$ cat src/rtl/pid_fitness_scorer_if.sv
// Beat/result handshake bundle for pid_fitness_scorer.
// master: test-case source and result sink; slave: the scorer.
interface pid_fitness_scorer_if #(
  parameter int ACC_W = 24,
  parameter int CNT_W = 16
);
  logic             in_valid;
  logic             in_ready;
  logic             in_last;
  logic [15:0]      y3, y2, y1, y0;
  logic [15:0]      e3, e2, e1, e0;
  logic             out_valid;
  logic             out_ready;
  logic [ACC_W-1:0] out_err;
  logic [CNT_W-1:0] out_cases;
  logic             out_perfect;
  logic             out_sat;

  modport master (
    output in_valid, in_last,
    output y3, y2, y1, y0,
    output e3, e2, e1, e0,
    output out_ready,
    input  in_ready,
    input  out_valid, out_err, out_cases,
    input  out_perfect, out_sat
  );

  modport slave (
    input  in_valid, in_last,
    input  y3, y2, y1, y0,
    input  e3, e2, e1, e0,
    input  out_ready,
    output in_ready,
    output out_valid, out_err, out_cases,
    output out_perfect, out_sat
  );
endinterface

$ cat src/rtl/pid_fitness_scorer.sv
// Accumulates per-beat Hamming error of y3..y0 vs e3..e0 over a batch.
// Ports: clk, rst_n (sync, active-low), bus (slave): beats in, batch result out.
module pid_fitness_scorer #(
  parameter int ACC_W = 24,
  parameter int CNT_W = 16
) (
  input  logic clk,
  input  logic rst_n,
  pid_fitness_scorer_if.slave bus
);

  typedef enum logic [1:0] {
    IDLE   = 2'd0,
    ACCUM  = 2'd1,
    REPORT = 2'd2
  } state_e;

  state_e           state_q;
  logic [ACC_W-1:0] acc_q, acc_d;
  logic [CNT_W-1:0] cnt_q, cnt_d;
  logic             sat_q, sat_d;
  logic             out_valid_q;
  logic [ACC_W-1:0] out_err_q;
  logic [CNT_W-1:0] out_cases_q;
  logic             out_perfect_q;
  logic             out_sat_q;

  logic [63:0]      diff;
  logic [6:0]       hd;
  logic [ACC_W:0]   acc_sum;
  logic             acc_ovf;
  logic             cnt_full;
  logic             in_ready;
  logic             take;

  function automatic logic [6:0] pop64(
    input logic [63:0] v
  );
    logic [6:0] c;
    c = '0;
    for (int i = 0; i < 64; i++)
      c = c + {6'd0, v[i]};
    return c;
  endfunction

  assign in_ready = rst_n && (state_q != REPORT);
  assign take     = bus.in_valid && in_ready;

  assign diff = {bus.y3, bus.y2, bus.y1, bus.y0}
              ^ {bus.e3, bus.e2, bus.e1, bus.e0};

  always_comb begin
    hd       = pop64(diff);
    // one spare bit catches the carry that triggers the clamp
    acc_sum  = {1'b0, acc_q} + {{(ACC_W-6){1'b0}}, hd};
    acc_ovf  = acc_sum[ACC_W];
    acc_d    = acc_ovf ? '1 : acc_sum[ACC_W-1:0];
    cnt_full = &cnt_q;
    cnt_d    = cnt_full ? cnt_q : cnt_q + CNT_W'(1);
    sat_d    = sat_q | acc_ovf | cnt_full;
  end

  always_ff @(posedge clk) begin
    if (!rst_n) begin
      state_q       <= IDLE;
      acc_q         <= '0;
      cnt_q         <= '0;
      sat_q         <= 1'b0;
      out_valid_q   <= 1'b0;
      out_err_q     <= '0;
      out_cases_q   <= '0;
      out_perfect_q <= 1'b0;
      out_sat_q     <= 1'b0;
    end else begin
      case (state_q)
        IDLE, ACCUM: begin
          if (take && bus.in_last) begin
            out_err_q     <= acc_d;
            out_cases_q   <= cnt_d;
            out_sat_q     <= sat_d;
            out_perfect_q <= (acc_d == '0) && !sat_d;
            out_valid_q   <= 1'b1;
            acc_q         <= '0;
            cnt_q         <= '0;
            sat_q         <= 1'b0;
            state_q       <= REPORT;
          end else if (take) begin
            acc_q   <= acc_d;
            cnt_q   <= cnt_d;
            sat_q   <= sat_d;
            state_q <= ACCUM;
          end
        end
        REPORT: begin
          if (bus.out_ready) begin
            out_valid_q <= 1'b0;
            state_q     <= IDLE;
          end
        end
        default: state_q <= IDLE;
      endcase
    end
  end

  assign bus.in_ready    = in_ready;
  assign bus.out_valid   = out_valid_q;
  assign bus.out_err     = out_err_q;
  assign bus.out_cases   = out_cases_q;
  assign bus.out_perfect = out_perfect_q;
  assign bus.out_sat     = out_sat_q;

endmodule
$ cat src/flat_wrapper.sv
// flat-port wrapper written by rule: the top's interface ports become plain ports
module pid_fitness_scorer_flat 
#(
  parameter int ACC_W = 24,
  parameter int CNT_W = 16
)
  (clk, rst_n, bus_in_valid, bus_in_last, bus_y3, bus_y2, bus_y1, bus_y0, bus_e3, bus_e2, bus_e1, bus_e0, bus_out_ready, bus_in_ready, bus_out_valid, bus_out_err, bus_out_cases, bus_out_perfect, bus_out_sat);
  pid_fitness_scorer_if #(.ACC_W(ACC_W), .CNT_W(CNT_W)) bus_i ();
  input  logic clk;
  input  logic rst_n;
  input wire logic [$bits(bus_i.in_valid)-1:0] bus_in_valid;
  input wire logic [$bits(bus_i.in_last)-1:0] bus_in_last;
  input wire logic [$bits(bus_i.y3)-1:0] bus_y3;
  input wire logic [$bits(bus_i.y2)-1:0] bus_y2;
  input wire logic [$bits(bus_i.y1)-1:0] bus_y1;
  input wire logic [$bits(bus_i.y0)-1:0] bus_y0;
  input wire logic [$bits(bus_i.e3)-1:0] bus_e3;
  input wire logic [$bits(bus_i.e2)-1:0] bus_e2;
  input wire logic [$bits(bus_i.e1)-1:0] bus_e1;
  input wire logic [$bits(bus_i.e0)-1:0] bus_e0;
  input wire logic [$bits(bus_i.out_ready)-1:0] bus_out_ready;
  output wire logic [$bits(bus_i.in_ready)-1:0] bus_in_ready;
  output wire logic [$bits(bus_i.out_valid)-1:0] bus_out_valid;
  output wire logic [$bits(bus_i.out_err)-1:0] bus_out_err;
  output wire logic [$bits(bus_i.out_cases)-1:0] bus_out_cases;
  output wire logic [$bits(bus_i.out_perfect)-1:0] bus_out_perfect;
  output wire logic [$bits(bus_i.out_sat)-1:0] bus_out_sat;
  assign bus_i.in_valid = bus_in_valid;
  assign bus_i.in_last = bus_in_last;
  assign bus_i.y3 = bus_y3;
  assign bus_i.y2 = bus_y2;
  assign bus_i.y1 = bus_y1;
  assign bus_i.y0 = bus_y0;
  assign bus_i.e3 = bus_e3;
  assign bus_i.e2 = bus_e2;
  assign bus_i.e1 = bus_e1;
  assign bus_i.e0 = bus_e0;
  assign bus_i.out_ready = bus_out_ready;
  assign bus_in_ready = bus_i.in_ready;
  assign bus_out_valid = bus_i.out_valid;
  assign bus_out_err = bus_i.out_err;
  assign bus_out_cases = bus_i.out_cases;
  assign bus_out_perfect = bus_i.out_perfect;
  assign bus_out_sat = bus_i.out_sat;
  pid_fitness_scorer #(.ACC_W(ACC_W), .CNT_W(CNT_W)) u_core (.clk(clk), .rst_n(rst_n), .bus(bus_i));
endmodule
$ cat config.mk
export PLATFORM = sky130hd
export DESIGN_NAME = pid_fitness_scorer_flat
export DESIGN_NICKNAME = d
export VERILOG_FILES = /design/src/rtl/pid_fitness_scorer_if.sv /design/src/rtl/pid_fitness_scorer.sv /design/src/flat_wrapper.sv
export SDC_FILE = /design/constraint.sdc
export NUM_CORES = 1
export LEC_CHECK = 0
export ABC_AREA = 0
export BUFFER_PORTS_ARGS = -buffer_cell sky130_fd_sc_hd__buf_2
export CAP_MARGIN = 10
export CORE_MARGIN = 5
export CORE_UTILIZATION = 50
export DETAILED_ROUTE_END_ITERATION = 16
export PLACE_DENSITY = 0.87
export SLEW_MARGIN = 0
export SYNTH_ARGS = -nofsm -noshare
export SYNTH_HDL_FRONTEND = slang
export SYNTH_SLANG_ARGS = --single-unit
$ cat constraint.sdc
create_clock -name clk -period 12.9 [get_ports clk]
set_clock_uncertainty 0.15 [all_clocks]
set_input_delay 3.87 -clock clk [delete_from_list [all_inputs] [get_ports clk]]
set_output_delay 3.87 -clock clk [all_outputs]
set_load 0.005 [all_outputs]
* Word level (Yosys, flattened, before mapping)
Cells that the tools add are included.
Storage, ports and cells: memory bits (writable) 0, memories 0, ROM bits 0, input bits 133, latch bits 0, register bits 86
Operators by class: div/mod/pow operators 0, multiply operators 0, magnitude comparators 0, shifts and indexed selects 0, $add $sub $neg 65, mux-type cells 15, equal/unequal tests 6, reduce and logical (&&, ||, !) cells 15, bitwise logic cells 3
Operator list (count):
- $add A7 B1 Y7 | 62
- $mux W24 | 3
- $xor A64 B64 Y64 | 1
- $mux W16 | 3
- $add A24 B7 Y25 | 1
- $logic_not A24 Y1 | 1
- $add A16 B1 Y16 const B | 1
- $reduce_and A16 Y1 | 1
- $mux W2 | 3
- $reduce_and A2 Y1 | 3
- $logic_and A1 B1 Y1 | 4
- $mux W1 | 4
- $ne A2 B2 Y1 const B | 2
- $pmux W2 S2 | 1
- $reduce_bool A2 Y1 | 2
- $ne A3 B1 Y1 const B | 1
- $reduce_and A3 Y1 | 1
- $add A1 B1 Y2 | 1
- $eq A2 B1 Y1 const B | 1
- $eq A2 B2 Y1 const B | 1
- $logic_not A2 Y1 | 1
- $ne A2 B1 Y1 const B | 1
- $or A1 B1 Y1 | 2
- $pmux W1 S2 | 1
- other kinds (2) | 2

* Longest topological paths before layout
word-level depth 69, mapped depth 29, depth with buffers taken out 28

* Worst setup path after synthesis
Ideal clock, no wire load.
path type input port to flip-flop, from in bus_e0[0], to reg u_core.out_perfect_q, in the netlist u_core.bus.out_perfect, slack 1.074 ns, setup time 0.084 ns, stages on the path 27, arrival time 11.592 ns, path through xor2_1 ha_1 fa_1 fa_1 fa_1 fa_1 fa_1 fa_1 inv_1 fa_1 fa_1 fa_1 fa_1 inv_1 a21o_1 a21oi_1 o21bai_1 a21o_1 ha_1 a21oi_1 nand2_1 and2_1 buf_2 o31ai_1 nand3_1 or3_1 o31ai_2
On the way: word-level cells in the longest chain between the ends 69, elaborated cells between the ends (all ways) 71, those cells by class add/sub (64); mux (1); bitwise (3); reduce/logical (3)
RTL lines:
- start: declaration | line flat_wrapper.sv:20 | input wire logic [$bits(bus_i.e0)-1:0] bus_e0;
- $xor A64 B64 Y64 (*) | line pid_fitness_scorer.sv:50 | ^ {bus.e3, bus.e2, bus.e1, bus.e0};
- $add A1 B1 Y2 (*) | line pid_fitness_scorer.sv:42 | c = c + {6'd0, v[i]};
- $add A7 B1 Y7 (*) (62 in series) | line pid_fitness_scorer.sv:42
- $add A24 B7 Y25 (*) | line pid_fitness_scorer.sv:55 | acc_sum = {1'b0, acc_q} + {{(ACC_W-6){1'b0}}, hd};
- branches (longest 3 deep; another with $mux W24)
- $logic_and A1 B1 Y1 (*) | line pid_fitness_scorer.sv:81 | out_perfect_q <= (acc_d == '0) && !sat_d;
- end signal: assignment | line pid_fitness_scorer.sv:81
- end: declaration | line pid_fitness_scorer.sv:25 | logic out_perfect_q;
Mark *: on every way between the ends. A chain may end at the register's enable or synchronous reset.

* Worst setup path after layout
Ends and elaborated chain as after synthesis.

==> qor.yml <==
clocking:
  cts_tree: "yes"
  post_cts_resized: 0
  insertion_delay_ps: 340
  clkTransAtPathRegs_ps: 60
  clockRootBuffer: "clkbuf_16"
  cts_sinks: 86
  cts_max_path_buffers: 2
  cts-hold-fix-buffers: 0
  htreeDepth: 3
  postCtsSetupBuffers: 0
  numCtsBuffers: 9
synthesis:
  synth-simple-area-share_pct: 15.9
  synth_top_area_share_pct: 26.3
  synth-seq-cells: 86
  synthMuxAreaShare_pct: 0.861
  synth_nets: 952
  ys_seq_area_share_pct: 26.3
  synth_xor_xnor_area_share_pct: 13.0
  synthMostInstantiatedCell: "dfxtp_1"
  synth_ff_type: "dfxtp_1"
  synthAdderAreaFrac_pct: 21.4
  synthCells: 740
  synth-compound-area-share_pct: 16.7
  synth_common_cells: "dfxtp_1, nor2_1, a21oi_1"
  synthTopCellsByArea: "dfxtp_1, fa_1, xnor2_1, xor2_1, a21oi_1"
  syn_area_per_cell_um2: 8.84
  synth_top_family_by_area: "adder cells"
  syn_area_um2: 6540
  async_reset_ff_share_pct: 0
  synth_edf_count: 0
  synth_top_area_cell: "dfxtp_1"
  yosysWarnings: 0
  netlist-cell-type-count: 65
sta:
  slew_headroom_pct: 22.8
  rsz0062_at_grt: "no"
  finalCritPeriodShare_pct: 94.5
  setup_viol: 0
  finalSetupTns_ps: 0
  holdWs_ps: 302
  finalHoldViolations: 0
  fmax_ghz: 0.0821
  slew_violations: 0
  layout_min_cycle_time_ps: 12190
  worst_pin_slew_ps: 1150
detailed_routing:
  vias: 5875
  drc: 0
  antenna_left: 0
  viasPerCell: 5.48
  dr.first_iter.drc_count: 556
  post_drt_wl_per_cell_um: 15.7
  drt_wl_total_um: 16800
  dr.pass1.iters: 5
hold_path:
  min_path_type: "reg -> reg"
  min_from: "u_core.bus.out_err[18]"
placed_design:
  place_area_um2: 7510
  portBuffers: 176
  gp_congestion: 0.928
  post-dp-hpwl_um: 12800
critical_path:
  arrival_ps: 12280
  cp.buffers_inverters: 3
  crit_path_top_delay_cell: "fa_1"
  path_common_cell: "fa_1"
  crit_start: "bus_e0[0]"
  crit_family: "adder cells"
  cp_max_fo: 19
  cp-start-kind: "primary input"
  r2r-start: "u_core.acc_q[0]"
  crit_required_ps: 13000
  critical-path-max-stage-delay_ps: 590
  path_class: "in -> reg"
  end_kind: "flip-flop"
cells_and_area:
  areaGrowthSynthToFinish_pct: 19.5
  diodes: 0
  fin_nets: 1108
  final_cell_area_um2: 7810
  drive_gt1_share_pct: 24.3
status:
  status: "complete, no violations"
grt:
  track_usage_pct: 21.2
  grt_max_degree: 68
  antenna_found_initial: 0
  grt_pass1_wl_um: 27800
  grt_pass1_vias: 5858
  overflow: 0
floorplan:
  die_y_um: 124
  rows: 41
  initial_core_util_pct: 51.4
  core_area_um2: 12700
  pin_count: 177
  die_area_um2: 15500
  dieWidth_um: 124
job:
  maxCapViolations: 0
==> layout make-up <==
cell class | instances | area, um2
inverter | 53 | 199
timing repair buffer | 181 | 918
tap | 172 | 215
clock buffer | 9 | 225
sequential | 86 | 1720
clock inverter | 7 | 78.8
multi-input combinational | 565 | 4450
fill | 1092 | 4910
==> placed cells by master (no fill, tap or decap), types with 3 or more instances in the layout <==
cell type / n
nand4_1: 9
or3_1: 5
and3_1: 13
nand3b_1: 3
o21ai_0: 31
a311oi_1: 3
buf_4: 5
a22oi_1: 9
a21o_1: 5
xnor2_1: 53
a21oi_1: 69
nor2_1: 74
buf_2: 176
nand4b_1: 3
nor3_1: 19
nand2b_1: 4
a211oi_2: 3
a32o_1: 3
ha_1: 24
xor2_1: 44
a31oi_1: 7
inv_1: 52
fa_1: 55
nand2_1: 45
mux2i_1: 3
and2_1: 6
dfxtp_1: 86
nand3_1: 18
clkbuf_16: 9
a211oi_1: 12
==> metrics by stage <==
step | cells | worst slack, ps | utilization, %
floorplan | 740 | 1070 | -
global placement | 1057 | 521 | 59.0
detailed placement | 1057 | 408 | 59.0
CTS | 1073 | 697 | 61.4
global route | 1073 | 339 | 61.4
finish | 1073 | 714 | 61.4
==> per-layer routing <==
metal  track usage (%)  wire length, um  vias to the layer above
met5                 0                0                        -
met4              7.35              465                        0
met3              4.07             1000                       39
met2              37.3             8620                      243
met1              25.7             6740                     2756
li1                  -                -                     2837
==> flip-flops by register name, summed over array words and instances, names as in the netlist <==
signal and count:
u_core.acc_q 24, u_core.bus.out_cases 16, u_core.bus.out_err 24, u_core.bus.out_perfect 1, u_core.bus.out_sat 1, u_core.bus.out_valid 1, u_core.cnt_q 16, u_core.sat_q 1
u_core.state_q 2
==> worst paths after layout <==
kind,to,slack (ps),cells after the start
worst min register to register,u_core.bus.out_err[18],300,2
worst max register to register,u_core.bus.out_perfect,9540,9
worst min-delay path,u_core.bus.out_err[18],300,2
worst max-delay path,u_core.bus.out_perfect,710,27
==> cell families after synthesis <==
| logic type | count (synthesis) |
|---|---|
| buffers and inverters | 89 |
| adder cells (fa/ha/maj) | 79 |
| XOR/XNOR | 97 |
| multiplexers | 5 |
| AND/OR/NAND/NOR | 214 |
| flip-flops | 86 |
| AO/OA/AOI/OAI | 170 |
==> worst register-to-register path, cell delays in order, from the launching register on <==
cell      delay [ps]
dfxtp_1          320
ha_1             250
fa_1             450
a211oi_2         380
o21a_2           230
or4_1            580
nand2_1          120
mux2_4           290
nand4b_1         220
o31ai_2          280
Power is left out: the tool's default activity adds up to more than one toggle a clock period on the data nets, which glitch-free logic cannot reach.
